==> src/rtl/pipe_alu.sv <==
// Two-stage ALU pipeline (S1 operand register -> OUT result register) with valid/ready handshakes.
// Define PIPE_ALU_MUL_EN to build the iterative shift-add multiplier for op 1110; otherwise 1110 is reserved.
module pipe_alu #(
  parameter int WIDTH = 32,
  parameter int SHW   = $clog2(WIDTH)
) (
  input  logic             clk,
  input  logic             rst,
  input  logic             in_valid,
  output logic             in_ready,
  input  logic [3:0]       op,
  input  logic [WIDTH-1:0] a,
  input  logic [WIDTH-1:0] b,
  output logic             out_valid,
  input  logic             out_ready,
  output logic [WIDTH-1:0] result,
  output logic             branch_taken
);

  typedef enum logic [3:0] {
    OP_AND  = 4'b0000,
    OP_OR   = 4'b0001,
    OP_ADD  = 4'b0010,
    OP_SUB  = 4'b0011,
    OP_SLT  = 4'b0100,
    OP_SLTU = 4'b0101,
    OP_SLL  = 4'b0110,
    OP_SRL  = 4'b0111,
    OP_SRA  = 4'b1000,
    OP_XOR  = 4'b1001,
    OP_BEQ  = 4'b1010,
    OP_BNE  = 4'b1011,
    OP_BLT  = 4'b1100,
    OP_BGE  = 4'b1101,
    OP_MUL  = 4'b1110,
    OP_RSVD = 4'b1111
  } op_e;

  // S1 stage
  logic             s1_valid_q, s1_valid_d;
  op_e              s1_op_q;
  logic [WIDTH-1:0] s1_a_q;
  logic [WIDTH-1:0] s1_b_q;

  // OUT stage
  logic             out_valid_q, out_valid_d;
  logic [WIDTH-1:0] result_q, result_d;
  logic             branch_q, branch_d;

  logic             accept;
  logic             s1_adv;
  logic             mul_ok;
  logic [SHW-1:0]   shamt;
  logic [WIDTH-1:0] alu_res;
  logic             alu_br;

`ifdef PIPE_ALU_MUL_EN
  typedef enum logic [1:0] {
    MUL_IDLE,
    MUL_BUSY,
    MUL_DONE
  } mul_state_e;

  mul_state_e       mul_state_q;
  logic [WIDTH-1:0] mul_acc_q;
  logic [WIDTH-1:0] mul_mcand_q;
  logic [WIDTH-1:0] mul_mplier_q;
  logic [SHW-1:0]   mul_cnt_q;

  // A MUL in S1 may only leave once the product is final.
  assign mul_ok = (s1_op_q != OP_MUL) || (mul_state_q == MUL_DONE);

  // The FSM starts on the accept edge itself, so BUSY covers the WIDTH edges that follow.
  always_ff @(posedge clk) begin
    if (rst) begin
      mul_state_q <= MUL_IDLE;
    end else if (accept && (op == OP_MUL)) begin
      mul_state_q  <= MUL_BUSY;
      mul_acc_q    <= '0;
      mul_mcand_q  <= a;
      mul_mplier_q <= b;
      mul_cnt_q    <= '0;
    end else begin
      case (mul_state_q)
        MUL_BUSY: begin
          if (mul_mplier_q[0]) begin
            mul_acc_q <= mul_acc_q + mul_mcand_q;
          end
          mul_mcand_q  <= mul_mcand_q << 1;
          mul_mplier_q <= mul_mplier_q >> 1;
          mul_cnt_q    <= mul_cnt_q + SHW'(1);
          if (mul_cnt_q == SHW'(WIDTH - 1)) begin
            mul_state_q <= MUL_DONE;
          end
        end
        MUL_DONE: begin
          if (s1_adv) begin
            mul_state_q <= MUL_IDLE;
          end
        end
        default: ;
      endcase
    end
  end
`else
  assign mul_ok = 1'b1;
`endif

  assign s1_adv   = s1_valid_q && mul_ok && (!out_valid_q || out_ready);
  assign in_ready = !rst && (!s1_valid_q || s1_adv);
  assign accept   = in_valid && in_ready;
  assign shamt    = s1_b_q[SHW-1:0];

  always_comb begin
    alu_res = '0;
    alu_br  = 1'b0;
    case (s1_op_q)
      OP_AND:  alu_res = s1_a_q & s1_b_q;
      OP_OR:   alu_res = s1_a_q | s1_b_q;
      OP_ADD:  alu_res = s1_a_q + s1_b_q;
      OP_SUB:  alu_res = s1_a_q - s1_b_q;
      OP_SLT:  alu_res = WIDTH'($signed(s1_a_q) < $signed(s1_b_q));
      OP_SLTU: alu_res = WIDTH'(s1_a_q < s1_b_q);
      OP_SLL:  alu_res = s1_a_q << shamt;
      OP_SRL:  alu_res = s1_a_q >> shamt;
      OP_SRA:  alu_res = WIDTH'($signed(s1_a_q) >>> shamt);
      OP_XOR:  alu_res = s1_a_q ^ s1_b_q;
      OP_BEQ:  alu_br  = (s1_a_q == s1_b_q);
      OP_BNE:  alu_br  = (s1_a_q != s1_b_q);
      OP_BLT:  alu_br  = ($signed(s1_a_q) <  $signed(s1_b_q));
      OP_BGE:  alu_br  = ($signed(s1_a_q) >= $signed(s1_b_q));
`ifdef PIPE_ALU_MUL_EN
      OP_MUL:  alu_res = mul_acc_q;
`endif
      default: ;
    endcase
  end

  always_comb begin
    s1_valid_d = s1_valid_q;
    if (accept) begin
      s1_valid_d = 1'b1;
    end else if (s1_adv) begin
      s1_valid_d = 1'b0;
    end
  end

  // OUT keeps its contents after a handshake; only the valid flag drops.
  always_comb begin
    out_valid_d = out_valid_q;
    result_d    = result_q;
    branch_d    = branch_q;
    if (s1_adv) begin
      out_valid_d = 1'b1;
      result_d    = alu_res;
      branch_d    = alu_br;
    end else if (out_ready) begin
      out_valid_d = 1'b0;
    end
  end

  always_ff @(posedge clk) begin
    if (rst) begin
      s1_valid_q  <= 1'b0;
      out_valid_q <= 1'b0;
      result_q    <= '0;
      branch_q    <= 1'b0;
    end else begin
      s1_valid_q  <= s1_valid_d;
      out_valid_q <= out_valid_d;
      result_q    <= result_d;
      branch_q    <= branch_d;
    end
  end

  always_ff @(posedge clk) begin
    if (accept) begin
      s1_op_q <= op_e'(op);
      s1_a_q  <= a;
      s1_b_q  <= b;
    end
  end

  assign out_valid    = out_valid_q;
  assign result       = result_q;
  assign branch_taken = branch_q;

endmodule

==> config.mk <==
export PLATFORM = sky130hd
export DESIGN_NAME = pipe_alu
export DESIGN_NICKNAME = d
export VERILOG_FILES = /design/src/rtl/pipe_alu.sv
export SDC_FILE = /design/constraint.sdc
export NUM_CORES = 1
export LEC_CHECK = 0
export ABC_AREA = 1
export CELL_PAD_IN_SITES_DETAIL_PLACEMENT = 1
export CELL_PAD_IN_SITES_GLOBAL_PLACEMENT = 2
export CORE_MARGIN = 4
export CORE_UTILIZATION = 32
export DETAILED_ROUTE_END_ITERATION = 6
export PLACE_DENSITY = 0.91
export SETUP_SLACK_MARGIN = 0.02
export SLEW_MARGIN = 20
export SYNTH_ARGS = -nofsm -noshare
export SYNTH_HDL_FRONTEND = slang
export SYNTH_SLANG_ARGS = --single-unit
==> constraint.sdc <==
create_clock -name clk -period 6.25 [get_ports clk]
set_input_delay 0.9375 -clock clk [delete_from_list [all_inputs] [get_ports clk]]
set_output_delay 0.9375 -clock clk [all_outputs]
set_load 0.05 [all_outputs]
# Word-level counts from Yosys, hierarchy flattened
# Cells that the tools add are included.
[op_classes]
n_addsub = 2
n_lt_le_gt_ge = 3
eq_ne = 15
shifts = 3
muxes = 6
bitwise_logic = 3
n_reduce_logical = 11
[op_table]
columns = ["cell", "count"]
rows = [
  ["$pmux W32 S10", 1],
  ["$lt A32 B32 Y1", 2],
  ["$add A32 B32 Y32", 1],
  ["$and A32 B32 Y32", 1],
  ["$eq A32 B32 Y1", 1],
  ["$ge A32 B32 Y1", 1],
  ["$ne A32 B32 Y1", 1],
  ["$or A32 B32 Y32", 1],
  ["$shl A32 B5 Y32", 1],
  ["$shr A32 B5 Y32", 1],
  ["$sshr A32 B5 Y32", 1],
  ["$sub A32 B32 Y32", 1],
  ["$xor A32 B32 Y32", 1],
  ["$eq A4 B4 Y1 const B", 6],
  ["$eq A4 B3 Y1 const B", 4],
  ["$eq A4 B2 Y1 const B", 2],
  ["$eq A4 B1 Y1 const B", 1],
  ["$logic_not A4 Y1", 1],
  ["$mux W1", 4],
  ["$pmux W1 S4", 1],
  ["$reduce_bool A2 Y1", 2],
  ["$logic_and A1 B1 Y1", 3],
  ["$logic_not A1 Y1", 3],
  ["$logic_or A1 B1 Y1", 2],
]
[totals]
reg_bits = 103
input_bits = 72
word_cells = 50

# Depth between registers and ports, before layout
# Gate-level depths: netlist (run 1).
[depth]
ltp_word = 7
depth_mapped = 24

# Worst setup path after synthesis (run 1)
# No wires, ideal clock.
[synth_path]
path_type = "input to register"
from = "input port rst"
to = "register s1_a_q[0] (enable)"
setup_time_ps = 494
t_arrival_ps = 4272
t_required_ps = 5756
setup_slack_ps = 1484
cell_stages = 3
path_buffers = 1
cell_sequence = "clkbuf_1 or2_2 nor2_1"
[synth_between]
elab_chain_cells = 3
[synth_rtl]
columns = ["element", "line_no", "text"]
rows = [
  ["start: declaration", "8", "input logic rst,"],
  ["$logic_not A1 Y1", "110", "assign in_ready = !rst && (!s1_valid_q || s1_adv);"],
  ["$logic_and A1 B1 Y1", "110", ""],
  ["$logic_and A1 B1 Y1", "111", "assign accept = in_valid && in_ready;"],
  ["named net accept", "50", "logic accept;"],
  ["end signal: assignment", "179", "s1_a_q <= a;"],
  ["end: declaration", "42", "logic [WIDTH-1:0] s1_a_q;"],
]
# The timed path passes the listed nets, and every way through them passes these cells.
# A chain may end at the register's enable or synchronous reset.

# Worst setup path after layout (run 1)
[layout_path]
from = "input port rst"
to = "output port in_ready"
[layout_between]
elab_chain_cells = 2
[layout_rtl]
columns = ["element", "line_no", "text"]
rows = [
  ["$logic_not A1 Y1", "110", ""],
  ["$logic_and A1 B1 Y1", "110", ""],
  ["end: declaration", "10", "output logic in_ready,"],
]
# Every way passes these cells.

==> results of run 1 <==
-- stage by stage --
| stage | area [µm²] | utilization [%] | hold WS (ns) |
|---|---|---|---|
| 2_1_floorplan | 12500 | - | 0.451 |
| 3_3_place_gp | 13900 | 36.0 | 0.455 |
| 3_5_place_dp | 13900 | 36.0 | 0.459 |
| 4_1_cts | 14200 | 36.8 | 0.468 |
| 5_1_grt | 14200 | 36.8 | 0.485 |
| 6_report | 14200 | 36.8 | 0.467 |
-- power groups by stage --
stage | Clock (µW) | Combinational [µW] | Sequential (µW)
global placement | 0 | 761 | 806
finish | 610 | 790 | 792
global route | 653 | 852 | 794
detailed placement | 0 | 771 | 806
floorplan | 0 | 459 | 819
CTS | 631 | 775 | 791
-- area by class of cell --
class | instances | area [µm²] | area share (%)
clock buffer | 14 | 285 | 2.01
timing repair buffer | 125 | 1200 | 8.47
sequential | 103 | 2740 | 19.3
clock inverter | 2 | 17.5 | 0.123
multi-input combinational | 1617 | 8490 | 59.7
inverter | 222 | 835 | 5.87
tap | 518 | 648 | 4.56
-- state kept, by name (all words and copies together), names as in the netlist --
signal and flops:
result 32, s1_a_q 32, s1_b_q 32, s1_op_q 4, branch_taken 1, out_valid 1, s1_valid_q 1
-- per-layer routing --
metal | share of wire [%] | up-vias | routed length [µm] | track usage (%)
li1 | - | 6868 | - | -
met1 | 46 | 7078 | 29900 | 41.8
met2 | 44 | 561 | 28400 | 47.6
met3 | 5.9 | 93 | 3840 | 4.08
met4 | 4.2 | 2 | 2760 | 11.8
met5 | 0.020 | - | 13 | 0
-- cell usage after synthesis (all sizes together) --
cell type / instances
a211oi: 10
a21boi: 4
a21o: 2
a21oi: 160
a221oi: 4
a31oi: 14
and2: 3
buf: 62
clkbuf: 33
clkinv: 3
dfxtp: 35
edfxtp: 68
fa: 2
ha: 97
inv: 219
mux2i: 12
nand2: 622
nand3: 128
nand3b: 3
nand4: 27
nor2: 172
nor3: 33
nor4: 4
o2111ai: 2
o211ai: 25
o21a: 14
o21ai: 227
o21bai: 11
o221ai: 5
o22ai: 21
o311ai: 1
o31ai: 1
or2: 11
xor2: 2
-- kinds of logic (layout without fill, tap and decap cells) --
| family | Yosys count | after routing | share of synthesized area, % |
|---|---|---|---|
| fa+ha+maj | 99 | 99 | 10.0 |
| flops | 103 | 103 | 21.9 |
| compound gates | 501 | 501 | 22.6 |
| simple gates | 1003 | 1003 | 34.0 |
| xor+xnor | 2 | 2 | 0.140 |
| mux | 12 | 12 | 0.959 |
| buf+inv | 317 | 363 | 10.4 |
-- how the worst max path moves through the flow --
stage / from / end
global route: rst / in_ready
CTS: rst / in_ready
global placement: rst / in_ready
finish: rst / in_ready
detailed placement: rst / in_ready
floorplan: rst / s1_a_q[0]
-- critical path, cell delays in order --
cell	delay (ns)
clkdlybuf4s50_1	0.40
buf_4	0.26
or2_2	0.38
inv_1	0.08
clkdlybuf4s50_1	0.80
==> results.yml, run 1 <==
hold_path:
  min_from: "result[24]"
  hold_path_depth: 2
  min_path_type: "reg -> reg"
  hold_end: "result[24]"
clock_network:
  ctsResizeCount: 0
  cts_tree: "yes"
  cts_max_path_buffers: 2
  clk_pin_slew_ns: 0.07
  numClockSinks: 103
  cts_setup_buffers: 0
  cts-root-buf: "clkbuf_16"
  clock_latency_ns: 0.40
  cts_buffers: 9
  htreeDepth: 3
  ctsHoldBuffers: 0
floorplan:
  die_area_um2: 42400
  start_util_pct: 32.4
  coreArea_um2: 38600
  die_w_um: 206
  die_height_um: 206
  io_pins: 107
  num_rows: 72
final_layout:
  drive_above_1_share_pct: 6.29
  final_common_cell: "nand2_1"
  final_cell_mix: "nand2_1 (604), inv_1 (183), nor2_1 (155), a21oi_1 (155), o21ai_0 (147)"
  fin_cells: 2601
  antenna_cells: 0
  area_growth_pct: 13.5
  nFillCells: 5066
  fin_nets: 2249
synth:
  yosysTopAreaCell: "nand2_1"
  syn_inst: 2037
  ys_seq_area_share_pct: 21.9
  synth_area_um2: 12500
  ys_seq_elements: 103
  yosys-top-cells-area: "nand2_1 (18%), edfxtp_1 (16%), ha_1 (9.7%)"
  synth.distinct_cells: 55
  yosys_warnings: 0
  syn_nets: 2208
  avgSynthCellArea_um2: 6.15
  yosysTopAreaCellShare_pct: 18.1
detailed_routing:
  routed_wl_mm: 64.9
  drt_iter0_drc: 1540
  wl_per_cell_um: 25.0
  ant_nets: 0
  remaining_drc_errors: 0
  via_count: 14600
  firstDrtPassIters: 5
  avgViaCountPerCell: 5.61
timing:
  grt_setup_unrepaired: "no"
  period_share_pct: 60.7
  fmaxAchievable_mhz: 263
  finalMaxSlewViolations: 0
  final.setup.worst_slack_ns: 2.45
  setup_violations: 0
  worst_slew_pin_slew_ns: 0.991
  finClkSkew_ns: 0.0126
  slew_headroom_pct: 33.9
  tns_ns: 0
  hold_violations: 0
  layout_min_cycle_time_ns: 3.80
setup_path:
  r2r-start: "s1_b_q[4]"
  crit_arrival_ns: 2.86
  criticalPathCategory: "in -> out"
  endpoint_kind: "output pin"
  startpoint_type: "primary input"
  cp_max_fo: 36
  worst_ep_required_time_ns: 5.31
  reg2reg_to: "result[8]"
  rrSetupSlack_ns: 2.57
  r2r_cells: 13
power:
  ir_worst_vdd_uv: 194
  swShare_pct: 40.2
  power_uw: 2190
  power.share.combinational_pct: 36.1
  p_sw_uw: 882
  internal_power_uw: 1310
  clkPwrFrac_pct: 27.8
  p_per_area_nw_per_um2: 154
  pwr-share-seq_pct: 36.1
  leakage_uw: 0.00607
grt:
  grt.overflow.total: 0
  antenna_found_initial: 2
  grt_pass1_vias: 14400
  grtUsageTotal_pct: 30.2
  grt_max_degree: 78
  grt_pass1_wl_mm: 94.8
job:
  max_cap_viol_count: 0
place:
  dpl.hpwl_mm: 52.8
  port_buffers: 106
  numPlacedInstances: 2585
  dp_slack_ns: 2.44
  gp_congestion: 0.977
run_status:
  status: "complete, no violations"
Power figures use the tool's default switching activity.
==> inputs of run 2 (changes only) <==
==> constraint.sdc (replaced) <==
create_clock -name clk -period 3.7 [get_ports clk]
set_input_delay 0.555 -clock clk [delete_from_list [all_inputs] [get_ports clk]]
set_output_delay 0.555 -clock clk [all_outputs]
set_load 0.05 [all_outputs]
==> run 2 against run 1 <==
Cell area grew 1.6%. Critical path type is now reg -> reg. Clock skew decreased by 0.00053 ns. Register-to-register slack got worse by 2.3 ns. Largest cell class unchanged. Clock-buffer cell count is 3 lower. Sequential power rose by 68%. Non-clock buffer count increased by 26. Utilization up 0.59 points.
==> results.yml, run 2 (synthesized netlist as in run 1, its figures left out) <==
grt:
  antenna_found_initial: 0
  grt_pass1_vias: 14700
  grtUsageTotal_pct: 31.1
  grt.overflow.total: 0
  grt_max_degree: 67
  grt_pass1_wl_mm: 97.2
final_layout:
  nFillCells: 5060
  final_cell_mix: "nand2_1 (604), inv_1 (183), nor2_1 (155), a21oi_1 (155), o21ai_0 (147)"
  antenna_cells: 0
  area_growth_pct: 15.3
  final_cell_area_um2: 14400
  drive_above_1_share_pct: 7.54
  fin_cells: 2627
  fin_nets: 2275
  final_common_cell: "nand2_1"
setup_path:
  crit_path_frequent_cell: "nand2_1"
  worst_ep_required_time_ns: 3.96
  crit_arrival_ns: 3.66
  path_delay_family: "simple AND/OR/NAND/NOR gates"
  cp_max_fo: 6
  slowest_delay_ns: 0.54
  cp_slowest_cell: "edfxtp_1"
  startpoint_type: "flop"
  path_buf_inv: 1
  path_cells: "clkinv_1 > ha_1 > o21ai_0 > nand2_1 > o21bai_2 > nand2_2 > nand2_2 > nand2_1 > nand3_1 > o2111ai_1 > nor2_1 > nand2_1 > nand2_1 > a21oi_1"
  criticalPathCategory: "reg -> reg"
  endpoint_kind: "flop"
clock_network:
  htreeDepth: 3
  ctsHoldBuffers: 0
  cts_max_path_buffers: 2
  clock_latency_ns: 0.39
  cts-root-buf: "clkbuf_16"
  clk_pin_slew_ns: 0.08
  cts_tree: "yes"
  numClockSinks: 103
  cts_buffers: 9
  cts_setup_buffers: 0
  ctsResizeCount: 0
power:
  power_uw: 3700
  p_per_area_nw_per_um2: 256
  leakage_uw: 0.00621
  ir_worst_vdd_uv: 284
detailed_routing:
  avgViaCountPerCell: 5.67
  remaining_drc_errors: 0
  drt_iter0_drc: 1398
  ant_nets: 0
  via_count: 14900
  firstDrtPassIters: 6
  routed_wl_mm: 67.2
  wl_per_cell_um: 25.6
place:
  dpl.hpwl_mm: 55.1
  numPlacedInstances: 2611
  place_area_um2: 14200
  gp_congestion: 0.993
  port_buffers: 106
timing:
  setup_violations: 0
  grt_setup_unrepaired: "no"
  period_share_pct: 91.8
  hold_ws_ns: 0.468
  slew_headroom_pct: 36.6
  finalMaxSlewViolations: 0
  finClkSkew_ns: 0.0121
  worst_slew_pin_slew_ns: 0.951
  tns_ns: 0
  layout_min_cycle_time_ns: 3.40
  fmaxAchievable_mhz: 295
  hold_violations: 0
floorplan:
  start_util_pct: 32.4
  die_area_um2: 42400
  io_pins: 107
  die_w_um: 206
  die_height_um: 206
  num_rows: 72
  coreArea_um2: 38600
run_status:
  status: "complete, no violations"
hold_path:
  min_path_type: "reg -> reg"
job:
  max_cap_viol_count: 0
==> run 2: cell count changes in the layout (fill, tap and decap cells not counted), sizes merged <==
cell           previous run  this run
buf                      19        46
clkbuf                   14        11
clkinv                    4         6
clkdlybuf4s50           106       105
clkinvlp                  0         1
==> run 2: where the power goes <==
group	internal [µW]	total, µW	switching [µW]
combinational	412	1380	967
clock	468	986	518
sequential	1280	1330	54.3
total	2160	3700	1540
==> run 2: area by class of cell <==
class	count	area (µm²)	area share [%]
repair buffers	151	1460	10.1
inverters	222	835	5.78
well taps	518	648	4.49
clock inverters	5	42.5	0.294
flip-flops and latches	103	2740	19.0
clock buffers	11	234	1.62
multi-input cells	1617	8490	58.7
==> run 2: worst paths after layout <==
kind              start         end  slack, ns  cells past startpoint
max           s1_b_q[1]   result[9]       0.30                     14
min          result[25]  result[25]       0.47                      2
max reg2reg   s1_b_q[1]   result[9]       0.30                     14
min reg2reg  result[25]  result[25]       0.47                      2
==> run 2: worst register-to-register path: stages, from the launching register on <==
cell	delay, ns
edfxtp_1	0.54
clkinv_1	0.18
ha_1	0.35
o21ai_0	0.44
nand2_1	0.24
o21bai_2	0.26
nand2_2	0.10
nand2_2	0.14
nand2_1	0.07
nand3_1	0.06
o2111ai_1	0.11
nor2_1	0.35
nand2_1	0.23
nand2_1	0.13
a21oi_1	0.06
==> run 2: per-stage QoR <==
step | utilization (%) | worst slack (ns)
2_1_floorplan | - | 0.459
3_3_place_gp | 36.7 | 0.486
3_5_place_dp | 36.7 | 0.463
4_1_cts | 37.4 | 0.424
5_1_grt | 37.4 | 0.154
6_report | 37.4 | 0.305
==> run 2: per-layer routing <==
metal  track usage (%)  part of all wire (%)
met1              42.8                    45
met2              49.2                    44
met3              4.19                   6.1
met4              13.1                   4.8
met5                 0                     0
==> variant 1, RTL diff (flow settings as in run 2) <==
Set the parameter `WIDTH` to 16 (it was 32).
--- a/src/rtl/pipe_alu.sv
+++ b/src/rtl/pipe_alu.sv
@@ -1,7 +1,7 @@
 // Two-stage ALU pipeline (S1 operand register -> OUT result register) with valid/ready handshakes.
 // Define PIPE_ALU_MUL_EN to build the iterative shift-add multiplier for op 1110; otherwise 1110 is reserved.
 module pipe_alu #(
-  parameter int WIDTH = 32,
+  parameter int WIDTH = 16,
   parameter int SHW   = $clog2(WIDTH)
 ) (
   input  logic             clk,
Ports: changed (resized a, b and result); port bits go from 107 to 59. The function was not compared with the original's and may differ.
==> variant 1 against run 2 <==
Via count shrank 56%. Power shrank 52%. Area after synthesis shrank 53%. Clock power shrank 48%. Routed wire length shrank 65%. Sequential cell count shrank 48. Design area shrank 53%. Setup slack gained 470 ps. Critical path type is now input port to output pin. Largest power group is now registers.
==> variant 1: results (changes against run 2) <==
number of fill cells 2380 (-53%); Net Sw Frac 36.8% (-4.8 points); Final Skew 12.6 ps (+0.518 ps); number of antenna violations at the first check in global routing 0 (unchanged); vias in the first global route 6759 (-54%); Root Buffer clkbuf_16; maximum vdd drop 0.174 mV (-39%); syn avg cell area 6.13 um^2 (-0.39%); clk_lat worst skew 310 ps (-80 ps); final net count 1098 (-52%); Ant. Diodes 0 (unchanged); CP arrival 2370 ps (-1290 ps); Hold WC Path Type flop to flop; post-CTS sizing 0 (unchanged); static leakage 3.21 nW (-48%); DR vias/cell 5.33 (-6.0%); DR pass1 iterations 5 (-1); count of flip-flops with a built-in enable after synthesis 36 (-47%); antenna-violating nets left 0 (unchanged); Synth cell types 40 (-27%); FF-to-FF setup slack 970 ps (+670 ps); DRC marker count from the first detailed-route iteration 410 (-71%); global-route wire length before repair 36900 um (-62%); Crit Path Max Fanout 3 (-3); Post-DP HPWL 18800 um (-66%); Seq/Total Area, Yosys 24.7% (+2.8 points); status complete, no violations; Critical path origin out_ready; dpl cells 1229 (-53%); H-tree depth 2 (-1); clk buf depth 2 (unchanged); pin count of the biggest net entering global routing 37 (-45%); reg2reg end result[3]; max cap viols 0 (unchanged); main flop type after synthesis edfxtp_1; GRT Overall Usage 22.9% (-8.2 points); total CTS buffers 5 (-4); layout cells sized above 1 4.46% (-3.1 points); Slew headroom 37.6% (+1.1 points); Reg2Reg Depth 10 (-4); hold_sp result[9]; final wirelength 23400 um (-65%); routed via count 6597 (-56%); R2R Path Start s1_a_q[1]; port bufs 58 (-45%); Async S/R FF share, synth 0% (unchanged); yosys warns 0 (unchanged); RePlAce Congestion 0.929 (-6.4%); Commonest cells post-synth nand2_1 (330), nand3_1 (144), inv_1 (94); largest cells by area after synthesis nand2_1 (21%), edfxtp_1 (18%), nand3_1 (12%); clock-pin slew on the worst setup and hold paths about 70 ps; crit path to in_ready; Setup Buffers After CTS 0 (unchanged)
[variant 1: worst min-delay path by stage]
stage | endpoint | slack [ps] | cells after the start
after floorplan | out_valid | 450 | 2
after global placement | result[1] | 450 | 2
after detailed placement | result[2] | 460 | 2
after CTS | result[2] | 470 | 2
after global routing | result[4] | 490 | 2
final | result[9] | 470 | 2
[variant 1: worst max-delay path, stage by stage]
cell	delay [ps]
clkdlybuf4s50_1	450
inv_1	40
nand2_1	80
nor2_1	60
or2_2	310
inv_1	70
clkdlybuf4s50_1	800
[variant 1: power by group through the flow]
stage	Clock, mW	Combinational (mW)	Sequential (mW)
after floorplan	0	0.327	0.739
after global placement	0	0.525	0.724
after detailed placement	0	0.533	0.726
after CTS	0.531	0.535	0.712
after global routing	0.556	0.597	0.715
final	0.517	0.538	0.712
[variant 1: layer usage]
metal / up-vias / track usage (%) / share of wire [%]
li1: 3249 / - / -
met1: 3190 / 30.7 / 46
met2: 134 / 39.9 / 49
met3: 24 / 2.71 / 3.9
met4: 0 / 4.86 / 1.5
met5: - / 0 / 0
[variant 1: layout make-up]
cell class | instances | area, um^2 | area share, %
clock buffers | 5 | 125 | 1.83
multi-input cells | 770 | 3880 | 56.8
well taps | 229 | 287 | 4.19
clock inverters | 3 | 22.5 | 0.329
repair buffers | 67 | 648 | 9.48
inverters | 108 | 408 | 5.97
flip-flops and latches | 55 | 1460 | 21.4
[variant 1: kinds of logic (layout without fill, tap and decap cells)]
family / Yosys count / in the layout / share of synthesized area, %
DFF: 55 / 55 / 24.7
xor gates and xnor gates: 1 / 1 / 0.148
adders and majority gates: 51 / 51 / 11.0
AOI/OAI and AO/OA: 130 / 130 / 12.2
buffers and inverters: 142 / 183 / 9.88
and+or+nand+nor: 588 / 588 / 42.1
[variant 1: through the flow]
step	cell area, um^2	power [mW]	setup slack (ps)	hold slack [ps]
after floorplan	5920	1.07	756	451
after global placement	6690	1.25	806	453
after detailed placement	6690	1.26	760	458
after CTS	6840	1.78	758	470
after global routing	6840	1.87	716	493
final	6840	1.77	777	468
==> variant 2, RTL diff (settings of run 2) <==
Without the edit above. Take the reset off `result_q` and load it in a clocked block of its own.
--- a/src/rtl/pipe_alu.sv
+++ b/src/rtl/pipe_alu.sv
@@ -163,14 +163,16 @@
     if (rst) begin
       s1_valid_q  <= 1'b0;
       out_valid_q <= 1'b0;
-      result_q    <= '0;
       branch_q    <= 1'b0;
     end else begin
       s1_valid_q  <= s1_valid_d;
       out_valid_q <= out_valid_d;
-      result_q    <= result_d;
       branch_q    <= branch_d;
     end
+  end
+
+  always_ff @(posedge clk) begin
+    result_q <= result_d;
   end
 
   always_ff @(posedge clk) begin
Function: differs if rst is asserted again (counterexample within 4 cycles, from zero or initial values and one cycle with rst high); with rst held inactive, the same outputs for 4 cycles.
==> variant 2 against run 2 <==
Count of clock-buffer cells in the layout is 2 lower. Setup slack worse by 65 ps. Sequential cell count stayed put. Combinational power is 4% lower. Routed wire length is 11% lower. Power is 2.8% higher. Sequential power is 5% higher. Area after synthesis is 3.4% lower. Design area is 2.4% lower. Critical path type unchanged. Critical endpoint is now result[10]. Largest cell class unchanged. Largest power group is now registers.
==> variant 2: results (changes against run 2) <==
final setup fails 0 (unchanged); DP Worst Slack 275 ps (-188 ps); count of flip-flops with a built-in enable after synthesis 100 (+47%); layout cells sized above 1 8.55% (+1.0 points); Root Buffer clkbuf_16; clk buf depth 2 (unchanged); Avg WL per Cell 24.8 um (-3.2%); status complete, no violations; clk_lat worst skew 410 ps (+20 ps); Hold WC Path Type flop to flop; RePlAce Congestion 0.983 (-1.0%); Syn Nets 1995 (-9.6%); H-tree depth 3 (unchanged); non-filler cells, final 2423 (-7.8%); Setup Buffers After CTS 0 (unchanged); maximum vdd drop 0.227 mV (-20%); GRT Overall Usage 28.7% (-2.5 points); Post-DP HPWL 48900 um (-11%); global-route wire length before repair 88400 um (-9.1%); Multi-input gate area 7670 um^2 (-9.7%); CP arrival 3600 ps (-60 ps); worst-margin pin slew 856 ps (-94.2 ps); syn avg cell area 6.63 um^2 (+7.8%); Async S/R FF share, synth 0% (unchanged); number of antenna violations at the first check in global routing 2 (+2); pin count of the biggest net entering global routing 78 (+16%); Crit Path Max Fanout 39 (+33); vias in the first global route 13600 (-7.3%); largest cells by area after synthesis edfxtp_1 (25%), nand2_1 (14%), ha_1 (10%); routed via count 13500 (-9.6%); Seq/Total Area, Yosys 25.3% (+3.4 points); DRC marker count from the first detailed-route iteration 1359 (-2.8%); total CTS buffers 9 (unchanged); Commonest cells post-synth nand2_1 (458), inv_1 (210), o21ai_0 (179); number of fill cells 4797 (-5.2%); main flop type after synthesis edfxtp_1; post-CTS sizing 0 (unchanged); static leakage 6.16 nW (-0.82%); final net count 2084 (-8.4%); Final Skew 19.9 ps (+7.83 ps); Synth cell types 55 (unchanged); clock-pin slew on the worst setup and hold paths 90 ps; DR pass1 iterations 6 (unchanged); Placed Area 13800 um^2 (-2.7%); port bufs 106 (unchanged); yosys warns 0 (unchanged)
variant 2: worst max-delay path: stages, from the launching register on:
cell      delay, ps
edfxtp_1        510
inv_2           370
a21oi_1         240
inv_1            70
o21ai_0         390
o21ai_0         200
nand2_1         180
nand3_1          90
nand2_1          70
inv_1            50
o21ai_0         670
buf_4           240
nand4_1          90
variant 2: kinds of logic after synthesis:
logic type,Yosys count,share of synthesized area [%]
adder cells (fa/ha/maj),99,10.4
AND/OR/NAND/NOR,777,27.5
flip-flops,103,25.3
buffers and inverters,321,11.4
AO/OA/AOI/OAI,507,24.1
XOR/XNOR,6,0.434
multiplexers,11,0.910
variant 2: power by group:
group	leakage [nW]	switching (mW)	total (mW)	internal [mW]
combinational	5.05	0.914	1.33	0.416
sequential	0.966	0.0507	1.40	1.35
clock	0.143	0.537	1.07	0.533
variant 2: path summary, 6_finish.rpt:
path	start	end	depth (start not counted)	slack, ps
worst max-delay path	s1_b_q[0]	result[10]	12	240
worst max register to register	s1_b_q[0]	result[10]	12	240
worst min register to register	s1_valid_q	out_valid	2	500
worst min-delay path	s1_valid_q	out_valid	2	500
variant 2: layout make-up:
type / instances / share of cell area, %
Inverter: 235 / 6.26
Antenna cell: 1 / 0.0178
Clock inverter: 7 / 0.568
Tap cell: 504 / 4.47
Timing Repair Buffer: 164 / 11.0
Sequential cell: 103 / 21.7
Multi-Input combinational cell: 1400 / 54.4
Clock buffer: 9 / 1.60
variant 2: per-layer routing:
layer  GRT usage [%]  up-vias  wire length (um)
li1                -     6323                 -
met1            40.6     6682             27500
met2            45.2      419             26900
met3            5.17       50              4220
met4            7.27        2              1400
met5               0        -                13
